File: config.mk
export PLATFORM = sky130hd
export DESIGN_NAME = pong_engine_flat
export DESIGN_NICKNAME = d
export VERILOG_FILES = /design/src/rtl/pong_engine_if.sv /design/src/rtl/pong_engine.sv /design/src/flat_wrapper.sv
export SDC_FILE = /design/constraint.sdc
export NUM_CORES = 1
export LEC_CHECK = 0
export ABC_AREA = 0
export ABC_CLOCK_PERIOD_IN_PS = 8500
export CAP_MARGIN = 20
export CORE_MARGIN = 5
export CORE_UTILIZATION = 60
export DETAILED_ROUTE_END_ITERATION = 7
export DONT_BUFFER_PORTS = 1
export PLACE_DENSITY = 0.89
export SYNTH_ARGS = -nofsm -noshare
export SYNTH_HDL_FRONTEND = slang
export SYNTH_SLANG_ARGS = --single-unit
File: constraint.sdc
create_clock -name CLOCK_25 -period 8.5 [get_ports CLOCK_25]
set_clock_uncertainty 0.2 [all_clocks]
set_input_delay 0.85 -clock CLOCK_25 [delete_from_list [all_inputs] [get_ports CLOCK_25]]
set_output_delay 0.85 -clock CLOCK_25 [all_outputs]
set_load 0.02 [all_outputs]
File: src/rtl/pong_engine_if.sv
// pong_engine_if: player/command inputs and game status outputs of the pong engine
interface pong_engine_if;
    logic        tick;
    logic        start;
    logic        pause;
    logic        player_1_up;
    logic        player_1_down;
    logic        player_2_up;
    logic        player_2_down;
    logic [11:0] ball_x;
    logic [11:0] ball_y;
    logic [11:0] p1_y;
    logic [11:0] p2_y;
    logic [3:0]  score_1;
    logic [3:0]  score_2;
    logic [2:0]  game_state;
    logic [1:0]  winner;
    logic        point_pulse;

    modport master (
        output tick, start, pause, player_1_up, player_1_down, player_2_up, player_2_down,
        input  ball_x, ball_y, p1_y, p2_y, score_1, score_2, game_state, winner, point_pulse
    );

    modport slave (
        input  tick, start, pause, player_1_up, player_1_down, player_2_up, player_2_down,
        output ball_x, ball_y, p1_y, p2_y, score_1, score_2, game_state, winner, point_pulse
    );
endinterface

File: src/rtl/pong_engine.sv
// pong_engine: two-player pong game engine; define PONG_AI_PLAYER2_EN to have the right paddle track the ball
module pong_engine #(
    parameter int FRAME_WIDTH     = 640,
    parameter int FRAME_HEIGHT    = 480,
    parameter int PADDLE_HEIGHT   = 60,
    parameter int PADDLE_WIDTH    = 8,
    parameter int PADDLE_X_OFFSET = 16,
    parameter int BALL_SIZE       = 8,
    parameter int PLAYER_SPEED    = 4,
    parameter int WIN_SCORE       = 7,
    parameter int SERVE_TICKS     = 60
) (
    input logic          CLOCK_25,
    input logic          reset,
    pong_engine_if.slave bus
);
    typedef enum logic [2:0] {
        IDLE   = 3'd0,
        SERVE  = 3'd1,
        PLAY   = 3'd2,
        PAUSED = 3'd3,
        POINT  = 3'd4,
        OVER   = 3'd5
    } state_t;

    localparam logic signed [13:0] BX0       = 14'((FRAME_WIDTH - BALL_SIZE) / 2);
    localparam logic signed [13:0] BY0       = 14'((FRAME_HEIGHT - BALL_SIZE) / 2);
    localparam logic signed [13:0] PY0       = 14'((FRAME_HEIGHT - PADDLE_HEIGHT) / 2);
    localparam logic signed [13:0] PY_MAX    = 14'(FRAME_HEIGHT - PADDLE_HEIGHT);
    localparam logic signed [13:0] BX_MAX    = 14'(FRAME_WIDTH - BALL_SIZE);
    localparam logic signed [13:0] BY_MAX    = 14'(FRAME_HEIGHT - BALL_SIZE);
    localparam logic signed [13:0] P1_FACE   = 14'(PADDLE_X_OFFSET + PADDLE_WIDTH);
    localparam logic signed [13:0] P2_FACE   = 14'(FRAME_WIDTH - PADDLE_X_OFFSET - PADDLE_WIDTH - BALL_SIZE);
    localparam logic signed [13:0] BALL      = 14'(BALL_SIZE);
    localparam logic signed [13:0] HALF_BALL = 14'(BALL_SIZE / 2);
    localparam logic signed [13:0] PAD_H     = 14'(PADDLE_HEIGHT);
    localparam logic signed [13:0] HALF_PAD  = 14'(PADDLE_HEIGHT / 2);
    localparam logic signed [13:0] SPEED     = 14'(PLAYER_SPEED);
    localparam logic signed [13:0] Z1        = 14'(PADDLE_HEIGHT / 5);
    localparam logic signed [13:0] Z2        = 14'(2 * (PADDLE_HEIGHT / 5));
    localparam logic signed [13:0] Z3        = 14'(3 * (PADDLE_HEIGHT / 5));
    localparam logic signed [13:0] Z4        = 14'(4 * (PADDLE_HEIGHT / 5));
    localparam logic [3:0]         WIN       = 4'(WIN_SCORE);
    localparam logic [15:0]        SERVE_END = 16'(SERVE_TICKS - 1);

    state_t             state, state_n;
    logic [11:0]        bx, by, p1, p2, bx_n, by_n, p1_n, p2_n, p1m, p2m;
    logic signed [3:0]  dx, dy, dx_n, dy_n, zd, za, dyh;
    logic [3:0]         s1, s2, s1_n, s2_n;
    logic [1:0]         win, win_n;
    logic               pp, pp_n;
    logic [15:0]        cnt, cnt_n;
    logic signed [13:0] bxs, bys, p1s, p2s, nx, ny, yc;
    logic               top, bot, hit1, hit2;

    function automatic logic [11:0] clamp_pad(input logic signed [13:0] t);
        return (t < 14'sd0) ? 12'd0 : (t > PY_MAX) ? 12'(PY_MAX) : 12'(t);
    endfunction

    function automatic logic [11:0] move_pad(input logic signed [13:0] y, input logic up, input logic dn);
        return clamp_pad((up && !dn) ? y - SPEED : (dn && !up) ? y + SPEED : y);
    endfunction

    // Vertical speed from where the ball centre lands on the paddle, in fifths of its height
    function automatic logic signed [3:0] zone_dy(input logic signed [13:0] d);
        return (d >= Z4) ? 4'sd2 : (d >= Z3) ? 4'sd1 : (d >= Z2) ? 4'sd0 : (d >= Z1) ? -4'sd1 : -4'sd2;
    endfunction

    assign bxs = {2'b00, bx};
    assign bys = {2'b00, by};
    assign p1s = {2'b00, p1};
    assign p2s = {2'b00, p2};

    assign nx   = bxs + 14'(dx);
    assign ny   = bys + 14'(dy);
    assign top  = ny <= 14'sd0;
    assign bot  = ny >= BY_MAX;
    assign yc   = top ? 14'sd0 : bot ? BY_MAX : ny;
    assign hit1 = dx < 4'sd0 && nx <= P1_FACE && yc + BALL > p1s && yc < p1s + PAD_H;
    assign hit2 = dx > 4'sd0 && nx >= P2_FACE && yc + BALL > p2s && yc < p2s + PAD_H;
    assign zd   = zone_dy(yc + HALF_BALL - (hit1 ? p1s : p2s));
    assign za   = (zd == 4'sd0) ? 4'sd4 : (zd == 4'sd1 || zd == -4'sd1) ? 4'sd3 : 4'sd2;
    assign dyh  = (hit1 || hit2) ? zd : dy;

    assign p1m = move_pad(p1s, bus.player_1_up, bus.player_1_down);
`ifdef PONG_AI_PLAYER2_EN
    logic signed [13:0] gap;
    assign gap = (bys + HALF_BALL) - (p2s + HALF_PAD);
    assign p2m = clamp_pad(gap > SPEED ? p2s + SPEED : gap < -SPEED ? p2s - SPEED : p2s);
`else
    assign p2m = move_pad(p2s, bus.player_2_up, bus.player_2_down);
`endif

    // State register and game datapath; reset parks everything at the serve position
    always_ff @(posedge CLOCK_25 or posedge reset) begin
        if (reset) begin
            state <= IDLE;
            bx    <= 12'(BX0);
            by    <= 12'(BY0);
            p1    <= 12'(PY0);
            p2    <= 12'(PY0);
            dx    <= 4'sd2;
            dy    <= 4'sd0;
            s1    <= 4'd0;
            s2    <= 4'd0;
            win   <= 2'b00;
            pp    <= 1'b0;
            cnt   <= 16'd0;
        end else begin
            state <= state_n;
            bx    <= bx_n;
            by    <= by_n;
            p1    <= p1_n;
            p2    <= p2_n;
            dx    <= dx_n;
            dy    <= dy_n;
            s1    <= s1_n;
            s2    <= s2_n;
            win   <= win_n;
            pp    <= pp_n;
            cnt   <= cnt_n;
        end
    end

    // Next state; commands win over a coincident tick, whose motion is then dropped
    always_comb begin
        state_n = state;
        bx_n    = bx;
        by_n    = by;
        p1_n    = p1;
        p2_n    = p2;
        dx_n    = dx;
        dy_n    = dy;
        s1_n    = s1;
        s2_n    = s2;
        win_n   = win;
        pp_n    = 1'b0;
        cnt_n   = cnt;
        case (state)
            IDLE: if (bus.start) state_n = SERVE;
            SERVE: if (bus.tick) begin
                p1_n    = p1m;
                p2_n    = p2m;
                cnt_n   = (cnt == SERVE_END) ? 16'd0 : cnt + 16'd1;
                state_n = (cnt == SERVE_END) ? PLAY : SERVE;
            end
            PLAY: if (bus.pause) begin
                state_n = PAUSED;
            end else if (bus.tick) begin
                p1_n = p1m;
                p2_n = p2m;
                by_n = 12'(yc);
                dy_n = (top || bot) ? -dyh : dyh;
                if (hit1) begin
                    bx_n = 12'(P1_FACE);
                    dx_n = za;
                end else if (hit2) begin
                    bx_n = 12'(P2_FACE);
                    dx_n = -za;
                end else if (nx <= 14'sd0) begin
                    bx_n    = 12'd0;
                    s2_n    = s2 + 4'd1;
                    pp_n    = 1'b1;
                    state_n = POINT;
                    dx_n    = -4'sd2;
                    dy_n    = 4'sd0;
                end else if (nx >= BX_MAX) begin
                    bx_n    = 12'(BX_MAX);
                    s1_n    = s1 + 4'd1;
                    pp_n    = 1'b1;
                    state_n = POINT;
                    dx_n    = 4'sd2;
                    dy_n    = 4'sd0;
                end else begin
                    bx_n = 12'(nx);
                end
            end
            PAUSED: if (bus.pause || bus.start) state_n = PLAY;
            POINT: if (bus.tick) begin
                if (s1 == WIN || s2 == WIN) begin
                    state_n = OVER;
                    win_n   = (s1 == WIN) ? 2'b01 : 2'b10;
                end else begin
                    state_n = SERVE;
                    bx_n    = 12'(BX0);
                    by_n    = 12'(BY0);
                end
            end
            OVER: if (bus.start) begin
                state_n = SERVE;
                s1_n    = 4'd0;
                s2_n    = 4'd0;
                win_n   = 2'b00;
                p1_n    = 12'(PY0);
                p2_n    = 12'(PY0);
                bx_n    = 12'(BX0);
                by_n    = 12'(BY0);
                dx_n    = 4'sd2;
                dy_n    = 4'sd0;
            end
            default: state_n = IDLE;
        endcase
    end

    assign bus.ball_x      = bx;
    assign bus.ball_y      = by;
    assign bus.p1_y        = p1;
    assign bus.p2_y        = p2;
    assign bus.score_1     = s1;
    assign bus.score_2     = s2;
    assign bus.game_state  = state;
    assign bus.winner      = win;
    assign bus.point_pulse = pp;
endmodule

File: src/flat_wrapper.sv
// flat-port wrapper written by rule: the top's interface ports become plain ports
module pong_engine_flat 
#(
    parameter int FRAME_WIDTH     = 640,
    parameter int FRAME_HEIGHT    = 480,
    parameter int PADDLE_HEIGHT   = 60,
    parameter int PADDLE_WIDTH    = 8,
    parameter int PADDLE_X_OFFSET = 16,
    parameter int BALL_SIZE       = 8,
    parameter int PLAYER_SPEED    = 4,
    parameter int WIN_SCORE       = 7,
    parameter int SERVE_TICKS     = 60
)
  (CLOCK_25, reset, bus_tick, bus_start, bus_pause, bus_player_1_up, bus_player_1_down, bus_player_2_up, bus_player_2_down, bus_ball_x, bus_ball_y, bus_p1_y, bus_p2_y, bus_score_1, bus_score_2, bus_game_state, bus_winner, bus_point_pulse);
  pong_engine_if bus_i ();
  input logic CLOCK_25;
  input logic reset;
  input wire logic [$bits(bus_i.tick)-1:0] bus_tick;
  input wire logic [$bits(bus_i.start)-1:0] bus_start;
  input wire logic [$bits(bus_i.pause)-1:0] bus_pause;
  input wire logic [$bits(bus_i.player_1_up)-1:0] bus_player_1_up;
  input wire logic [$bits(bus_i.player_1_down)-1:0] bus_player_1_down;
  input wire logic [$bits(bus_i.player_2_up)-1:0] bus_player_2_up;
  input wire logic [$bits(bus_i.player_2_down)-1:0] bus_player_2_down;
  output wire logic [$bits(bus_i.ball_x)-1:0] bus_ball_x;
  output wire logic [$bits(bus_i.ball_y)-1:0] bus_ball_y;
  output wire logic [$bits(bus_i.p1_y)-1:0] bus_p1_y;
  output wire logic [$bits(bus_i.p2_y)-1:0] bus_p2_y;
  output wire logic [$bits(bus_i.score_1)-1:0] bus_score_1;
  output wire logic [$bits(bus_i.score_2)-1:0] bus_score_2;
  output wire logic [$bits(bus_i.game_state)-1:0] bus_game_state;
  output wire logic [$bits(bus_i.winner)-1:0] bus_winner;
  output wire logic [$bits(bus_i.point_pulse)-1:0] bus_point_pulse;
  assign bus_i.tick = bus_tick;
  assign bus_i.start = bus_start;
  assign bus_i.pause = bus_pause;
  assign bus_i.player_1_up = bus_player_1_up;
  assign bus_i.player_1_down = bus_player_1_down;
  assign bus_i.player_2_up = bus_player_2_up;
  assign bus_i.player_2_down = bus_player_2_down;
  assign bus_ball_x = bus_i.ball_x;
  assign bus_ball_y = bus_i.ball_y;
  assign bus_p1_y = bus_i.p1_y;
  assign bus_p2_y = bus_i.p2_y;
  assign bus_score_1 = bus_i.score_1;
  assign bus_score_2 = bus_i.score_2;
  assign bus_game_state = bus_i.game_state;
  assign bus_winner = bus_i.winner;
  assign bus_point_pulse = bus_i.point_pulse;
  pong_engine #(.FRAME_WIDTH(FRAME_WIDTH), .FRAME_HEIGHT(FRAME_HEIGHT), .PADDLE_HEIGHT(PADDLE_HEIGHT), .PADDLE_WIDTH(PADDLE_WIDTH), .PADDLE_X_OFFSET(PADDLE_X_OFFSET), .BALL_SIZE(BALL_SIZE), .PLAYER_SPEED(PLAYER_SPEED), .WIN_SCORE(WIN_SCORE), .SERVE_TICKS(SERVE_TICKS)) u_core (.CLOCK_25(CLOCK_25), .reset(reset), .bus(bus_i));
endmodule
# Word-level counts from Yosys, hierarchy flattened
# Cells that the tools add are included.
# totals
word_cells,209
output_inout_bits,62
latch_bits,0
memories,0
in_bits,9
mem_bits_rw,0
register_bits,86
rom_bits,0
# op_classes
eq_ne,29
muxes,97
shift,0
n_mul,0
n_reduce_logical,35
div_mod_pow,0
n_lt_le_gt_ge,20
n_addsub,16
bitwise,0
# op_table
cell,count
2-to-1 mux 12 bit,24
case mux 12 bit (3 select lines),4
2-to-1 mux 4 bit,31
2-to-1 mux 14 bit,6
2-to-1 mux 3 bit,11
case mux 4 bit (2 select lines),4
adder 13 x 4 -> 14 bit,2
"greater-or-equal comparator 14 x 11 -> 1 bit, second input constant",2
"greater-or-equal comparator 14 x 7 -> 1 bit, second input constant",2
"greater-than comparator 14 x 10 -> 1 bit, second input constant",2
greater-than comparator 14 x 13 -> 1 bit,2
"<= comparator 14 x 1 -> 1 bit, second input constant",2
"less-than comparator 14 x 1 -> 1 bit, second input constant",2
less-than comparator 14 bit,2
"adder 12 x 3 -> 13 bit, second input constant",2
"adder 12 x 6 -> 13 bit, second input constant",2
"subtractor 12 x 3 -> 13 bit, second input constant",2
"!= test 2 bit, second input constant",9
"adder 16 x 1 -> 16 bit, second input constant",1
"equality test 16 x 6 -> 1 bit, second input constant",1
2-to-1 mux 16 bit,1
AND reduction 8 bit,2
case mux 3 bit (5 select lines),1
"adder 14 x 4 -> 14 bit, second input constant",1
other kinds (37),79

# Longest topological paths before layout
# Gate-level depths: netlist of the first run.
# depth
depth_word,25
depth_mapped,48
mapped_depth_nobuf,45

# Least setup slack after synthesis of the first run
# OpenSTA, ideal clock, no wires.
# synth_timing
path_type,register -> register
from,reg u_core.by[5] (netlist: u_core.bus.ball_y[5])
to,reg u_core.dy[2]
setup_time_ns,0.127
setup_slack_ns,-0.351
synth_period_minus_slack_ns,8.851
stages_incl_launch_ff,48
t_required_ns,8.173
path_buffers,4
arrival_time_ns,8.523
path_cell_list,dfstp_2 -> ha_1 -> buf_2 -> a21o_1 -> a221oi_1 -> o21ai_0 -> mux2_2 -> nor4_2 -> and2_1 -> clkbuf_1 -> a21oi_1 -> o21ai_0 -> inv_1 -> ha_1 -> nand3_1 -> xor2_1 -> o21a_1 -> ha_1 -> [12 not listed] -> ha_1 -> ha_1 -> inv_1 -> fa_1 -> nor2b_1 -> o21a_1 -> o21ai_0 -> a211oi_1 -> a32oi_1 -> o2111ai_1 -> nor3_1 -> and3_2 -> a21oi_1 -> ha_1 -> nor2_1 -> xnor2_1 -> a21oi_1 -> o2bb2ai_1
# synth_via
elab_chain_len,25
word_cells_on_any_way,37
classes_between,add/sub (5); order compare (10); mux (16); reduce/logical (6)
# synth_lines
item,line,text
from (decl),pong_engine.sv:47,"logic [11:0] bx, by, p1, p2, bx_n, by_n, p1_n, p2_n, p1m, p2m;"
from (signal assigned),pong_engine.sv:99,by <= 12'(BY0);
from (signal assigned),pong_engine.sv:112,by <= by_n;
adder 13 x 4 -> 14 bit *,pong_engine.sv:75,assign ny = bys + 14'(dy);
greater-or-equal comparator 14 x 10 -> 1 bit,pong_engine.sv:77,assign bot = ny >= BY_MAX;
2-to-1 mux 14 bit (2 in a row),pong_engine.sv:78,assign yc = top ? 14'sd0 : bot ? BY_MAX : ny;
adder 14 x 5 -> 14 bit,"pong_engine.sv:79, pong_engine.sv:80",
greater-than comparator 14 x 13 -> 1 bit,pong_engine.sv:79,assign hit1 = dx < 4'sd0 && nx <= P1_FACE && yc + BALL > p1s && yc < p1s + PAD_H;
logical AND 1 bit (2 in a row),pong_engine.sv:79,
2-to-1 mux 12 bit,pong_engine.sv:81,assign zd = zone_dy(yc + HALF_BALL - (hit1 ? p1s : p2s));
subtractor 14 bit,pong_engine.sv:81,
[7 not listed],--,
2-to-1 mux 4 bit,pong_engine.sv:153,dy_n = (top || bot) ? -dyh : dyh;
2-to-1 mux 4 bit,pong_engine.sv:167,end else if (nx >= BX_MAX) begin
2-to-1 mux 4 bit,pong_engine.sv:160,end else if (nx <= 14'sd0) begin
2-to-1 mux 4 bit,pong_engine.sv:157,end else if (hit2) begin
2-to-1 mux 4 bit *,pong_engine.sv:154,if (hit1) begin
2-to-1 mux 4 bit *,pong_engine.sv:149,end else if (bus.tick) begin
2-to-1 mux 4 bit *,pong_engine.sv:147,PLAY: if (bus.pause) begin
case mux 4 bit (2 select lines) *,pong_engine.sv:139,case (state)
to (signal assigned),pong_engine.sv:116,dy <= dy_n;
to (decl),pong_engine.sv:48,"logic signed [3:0] dx, dy, dx_n, dy_n, zd, za, dyh;"
# Every way passes the cells marked *; elsewhere a longest branch is shown, timed or not. The select of a mux whose other input is x is not followed.
# A chain may end at the register's enable or synchronous reset.

# Worst setup path in the final report of the first run
# layout_timing
from,reg u_core.dy[3]
to,reg u_core.dy[2]
# layout_via
elab_chain_len,25
word_cells_on_any_way,37
classes_between,add/sub (5); order compare (10); mux (16); reduce/logical (6)
# layout_lines
item,line
adder 13 x 4 -> 14 bit *,pong_engine.sv:75
greater-or-equal comparator 14 x 10 -> 1 bit,pong_engine.sv:77
2-to-1 mux 14 bit (2 in a row),pong_engine.sv:78
adder 14 x 5 -> 14 bit,"pong_engine.sv:79, pong_engine.sv:80"
greater-than comparator 14 x 13 -> 1 bit,pong_engine.sv:79
logical AND 1 bit (2 in a row),pong_engine.sv:79
2-to-1 mux 12 bit,pong_engine.sv:81
subtractor 14 bit,pong_engine.sv:81
[7 not listed],--
2-to-1 mux 4 bit,pong_engine.sv:153
2-to-1 mux 4 bit,pong_engine.sv:167
2-to-1 mux 4 bit,pong_engine.sv:160
2-to-1 mux 4 bit,pong_engine.sv:157
2-to-1 mux 4 bit *,pong_engine.sv:154
2-to-1 mux 4 bit *,pong_engine.sv:149
2-to-1 mux 4 bit *,pong_engine.sv:147
case mux 4 bit (2 select lines) *,pong_engine.sv:139
# Marks and branches as above.

==> results of run 1 <==
per-layer routing:
metal  up-vias  global-route usage  part of all wire
met5         -                   0                 0
li1       4015                   -                 -
met2       624               0.468              0.47
met3       174              0.0831              0.11
met1      4305               0.357              0.36
met4         0               0.131             0.055
power groups by stage:
stage,clock (uW),combinational (uW),sequential (uW)
4_1_cts,392,1860,668
3_3_place_gp,0,1720,674
3_5_place_dp,0,1800,674
2_1_floorplan,0,1390,603
6_report,389,2390,675
5_1_grt,410,2570,686
final cells by class:
class,instances,area (sq um),share of cell area
multi-input combinational,892,6710,0.658
sequential,84,2130,0.209
timing repair buffer,77,606,0.0595
clock buffer,13,260,0.0256
inverter,62,234,0.0230
tap,184,230,0.0226
clock inverter,3,22.5,0.00221
kinds of logic (layout without fill, tap and decap cells):
kind of cell,count (synthesis),after routing,share of synthesized area
other,2,21,0.000866
and+or+nand+nor,365,366,0.219
buffers and inverters,99,155,0.0466
adders and majority gates,106,106,0.155
AOI/OAI and AO/OA,319,319,0.250
DFF,84,84,0.245
xor gates and xnor gates,71,71,0.0717
muxes,9,9,0.0111
state kept, by name, summed over array words and instances (netlist names):
name                    cells
u_core.bus.ball_x          12
u_core.bus.ball_y          12
u_core.bus.game_state       3
u_core.bus.p1_y            11
u_core.bus.p2_y            11
u_core.bus.point_pulse      1
u_core.bus.score_1          4
u_core.bus.score_2          4
u_core.bus.winner           2
u_core.cnt                 16
u_core.dx                   4
u_core.dy                   4
Yosys cell counts, types with 4 or more instances:
cell type and count:
a211oi_1 10, a21boi_0 4, a21o_1 18, a21oi_1 78, a22o_1 6, a311oi_1 4
a31oi_1 15, and2_1 17, and3_1 12, buf_2 5, clkbuf_1 26, dfrtp_1 65
dfstp_2 19, ha_1 102, inv_1 61, mux2_2 5, mux2i_1 4, nand2_1 74
nand2b_1 14, nand3_1 36, nand3b_1 10, nand4_1 20, nor2_1 78, nor2b_1 17
nor3_1 34, nor3b_1 7, nor4_1 7, o211ai_1 14, o21a_1 18, o21ai_0 65
o21bai_1 6, o22a_1 7, o22ai_1 6, o2bb2ai_1 5, o31a_1 4, o31ai_1 8
or3_1 14, xnor2_1 53, xor2_1 18
how the worst min path moves through the flow:
stage                          startpoint                                end  slack [ns]  cells after the start
2_1_floorplan  u_core.cnt[15]$_DFFE_PP0P_         u_core.cnt[15]$_DFFE_PP0P_        0.25                      1
3_3_place_gp   u_core.cnt[15]$_DFFE_PP0P_         u_core.cnt[15]$_DFFE_PP0P_        0.27                      1
3_5_place_dp   u_core.cnt[15]$_DFFE_PP0P_         u_core.cnt[15]$_DFFE_PP0P_        0.28                      1
4_1_cts                             reset  u_core.bus.score_1[0]$_DFFE_PP0P_        0.29                      1
5_1_grt        u_core.cnt[15]$_DFFE_PP0P_         u_core.cnt[15]$_DFFE_PP0P_        0.32                      1
6_report                            reset  u_core.bus.score_1[0]$_DFFE_PP0P_        0.28                      1
cell usage in the layout (no fill, tap or decap), drive strengths merged, types with 17 or more instances in the layout:
master	instances
ha	102
nor2	78
a21oi	78
buf	77
nand2	75
o21ai	68
dfrtp	65
inv	61
xnor2	53
nand3	36
nor3	34
conb	21
nand4	20
dfstp	19
nor2b	19
a21o	18
o21a	18
xor2	18
and2	17
per-stage QoR:
step	hold slack (ns)	util	setup slack (ns)	instance area, sq um	power (uW)
after detailed placement	0.278	0.635	-0.436	9130	2470
after CTS	0.291	0.664	0.00723	9550	2920
final	0.277	0.709	-0.242	10200	3460
after global placement	0.271	0.635	0.131	9130	2390
after floorplan	0.246	-	0.00545	8750	2000
after global routing	0.321	0.709	-0.596	10200	3660
what timing repair did:
| item | 4_1_cts | 5_1_grt |
|---|---|---|
| gates cloned | 0 | 1 |
| setup endpoints to repair | 3 | 7 |
| buffers inserted | 11 | 23 |
| gates resized for setup | 16 | 96 |
| pin swaps | 8 | 43 |
==> impl_metrics.csv, run 1 <==
group,metric,value,unit
worst_setup_path,startpoint,"u_core.dy[3]$_DFFE_PP0P_",
worst_setup_path,worst-r2r-cell-count,44,
drt,drt-total-wl,27900,um
clock_network,hold_buffers,0,
die,core,14400,sq um
place,place.gp.congestion,0.988,
worst_setup_path,path_class,"reg2reg",
power,combPwrFrac,0.692,
grt,grt-ovfl-total,0,
drt,wire_per_inst,21.2,um
clock_network,clk_latency,0.35,ns
clock_network,tritoncts,"yes",
drt,drc,0,
worst_setup_path,critPathMaxFanout,6,
logic_synthesis,ys_seq_elements,84,
finish,drive_above_1_share,0.194,
finish,fin_nets,1240,
power,power_frac_clock,0.113,
clock_network,cts_made_buffers,9,
worst_setup_path,r2r_slack,-0.24,ns
worst_setup_path,crit_top_cell,"buf_4",
timing,fin_crit_sh,1.03,
clock_network,clock_sinks,84,
clock_network,path_clk_slew,0.07,ns
place,placedCellCount,1264,
run,max-cap-violations,0,
worst_setup_path,max_stage_delay,0.47,ns
clock_network,cts_buffer_depth,2,
worst_setup_path,cp_num_buf_inv,7,
grt,grt_pass1_wl,39600,um
worst_setup_path,path_delay_family,"compound AO/OA/AOI/OAI gates",
power,swShare,0.498,
die,rows,44,
finish,instances_no_fill,1315,
drt,ant_nets,0,
power,seqPwrFrac,0.195,
drt,drt_pre_antenna_iters,6,
power,leakagePower,0.00435,uW
timing,fin_setup_tns,-0.630,ns
die,die_h,130,um
clock_network,ctsHtreeMaxLevel,3,
hold_path,min_path_type,"in2async",
place,numPortBuffers,0,
timing,setup_ws,-0.242,ns
finish,area_growth,17.5,%
worst_setup_path,r2r-end,"u_core.dy[2]$_DFFE_PP0P_",
drt,vias,9118,
worst_setup_path,worstSetupEndpointType,"flip-flop",
clock_network,cts_root_buf,"clkbuf_16",
die,dieArea,17000,sq um
outcome,violations,"negative setup slack",
grt,gr-usage-all-layers,0.289,
die,die_width,130,um
timing,finalSetupViolations,3,
logic_synthesis,synth_top_cells_by_area,"dfrtp_1 19%, ha_1 15%, dfstp_2 5.8%",
power,vdd_ir_drop_max,0.182,mV
worst_setup_path,crit_required,8.52,ns
finish,antennaDiodeCount,0,
worst_setup_path,crit_cells,44,
logic_synthesis,synth_area_leader_cell,"dfrtp_1",
drt,avgViaCountPerCell,6.93,
logic_synthesis,yosys_warnings,0,
timing,slew-limit-headroom,0.232,
timing,worst_pin_slew,1.15,ns
timing,drv_slew,0,
power,p_per_area,339,nW/um^2
logic_synthesis,synth_ff_type,"dfrtp_1",
worst_setup_path,critPathLaunchType,"flip-flop",
logic_synthesis,synth-seq-area-share,0.245,
worst_setup_path,r2r-start,"u_core.dy[3]$_DFFE_PP0P_",
grt,grt_max_degree,45,
logic_synthesis,synth.avg_cell_area,8.22,sq um
logic_synthesis,netlist_area,8670,sq um
outcome,status,"finished with violations",
logic_synthesis,yosysTopAreaCellShare,0.188,
finish,fillCellCount,966,
grt,antenna_found_initial,0,
worst_setup_path,crit_end,"u_core.dy[2]$_DFFE_PP0P_",
worst_setup_path,slowest_stage,"dfrtp_2",
logic_synthesis,async_flop_share,1.00,
timing,hold_violations,0,
timing,rsz0062_at_grt,"yes",
grt,grt_pass1_vias,8186,
power,p_sw,1720,uW
timing,layout_min_cycle_time,8.74,ns
drt,drt-initial-drc-count,1426,
logic_synthesis,synth_edf_count,0,
die,start_util,0.603,
logic_synthesis,netlist_instances,1055,
die,num_io_pins,71,
place,dp_hpwl,18400,um
logic_synthesis,ys_types,88,
worst_setup_path,cp.arrival,8.77,ns
timing,max_freq,114,MHz
power,p_int,1740,uW
(Power assumes the default switching activity.)
==> run 2: changes to the inputs <==
Settings changed: SKIP_LAST_GASP from default to 1.
==> results of run 2 <==
Final layout, timing and power as in run 1 (identical DEF).
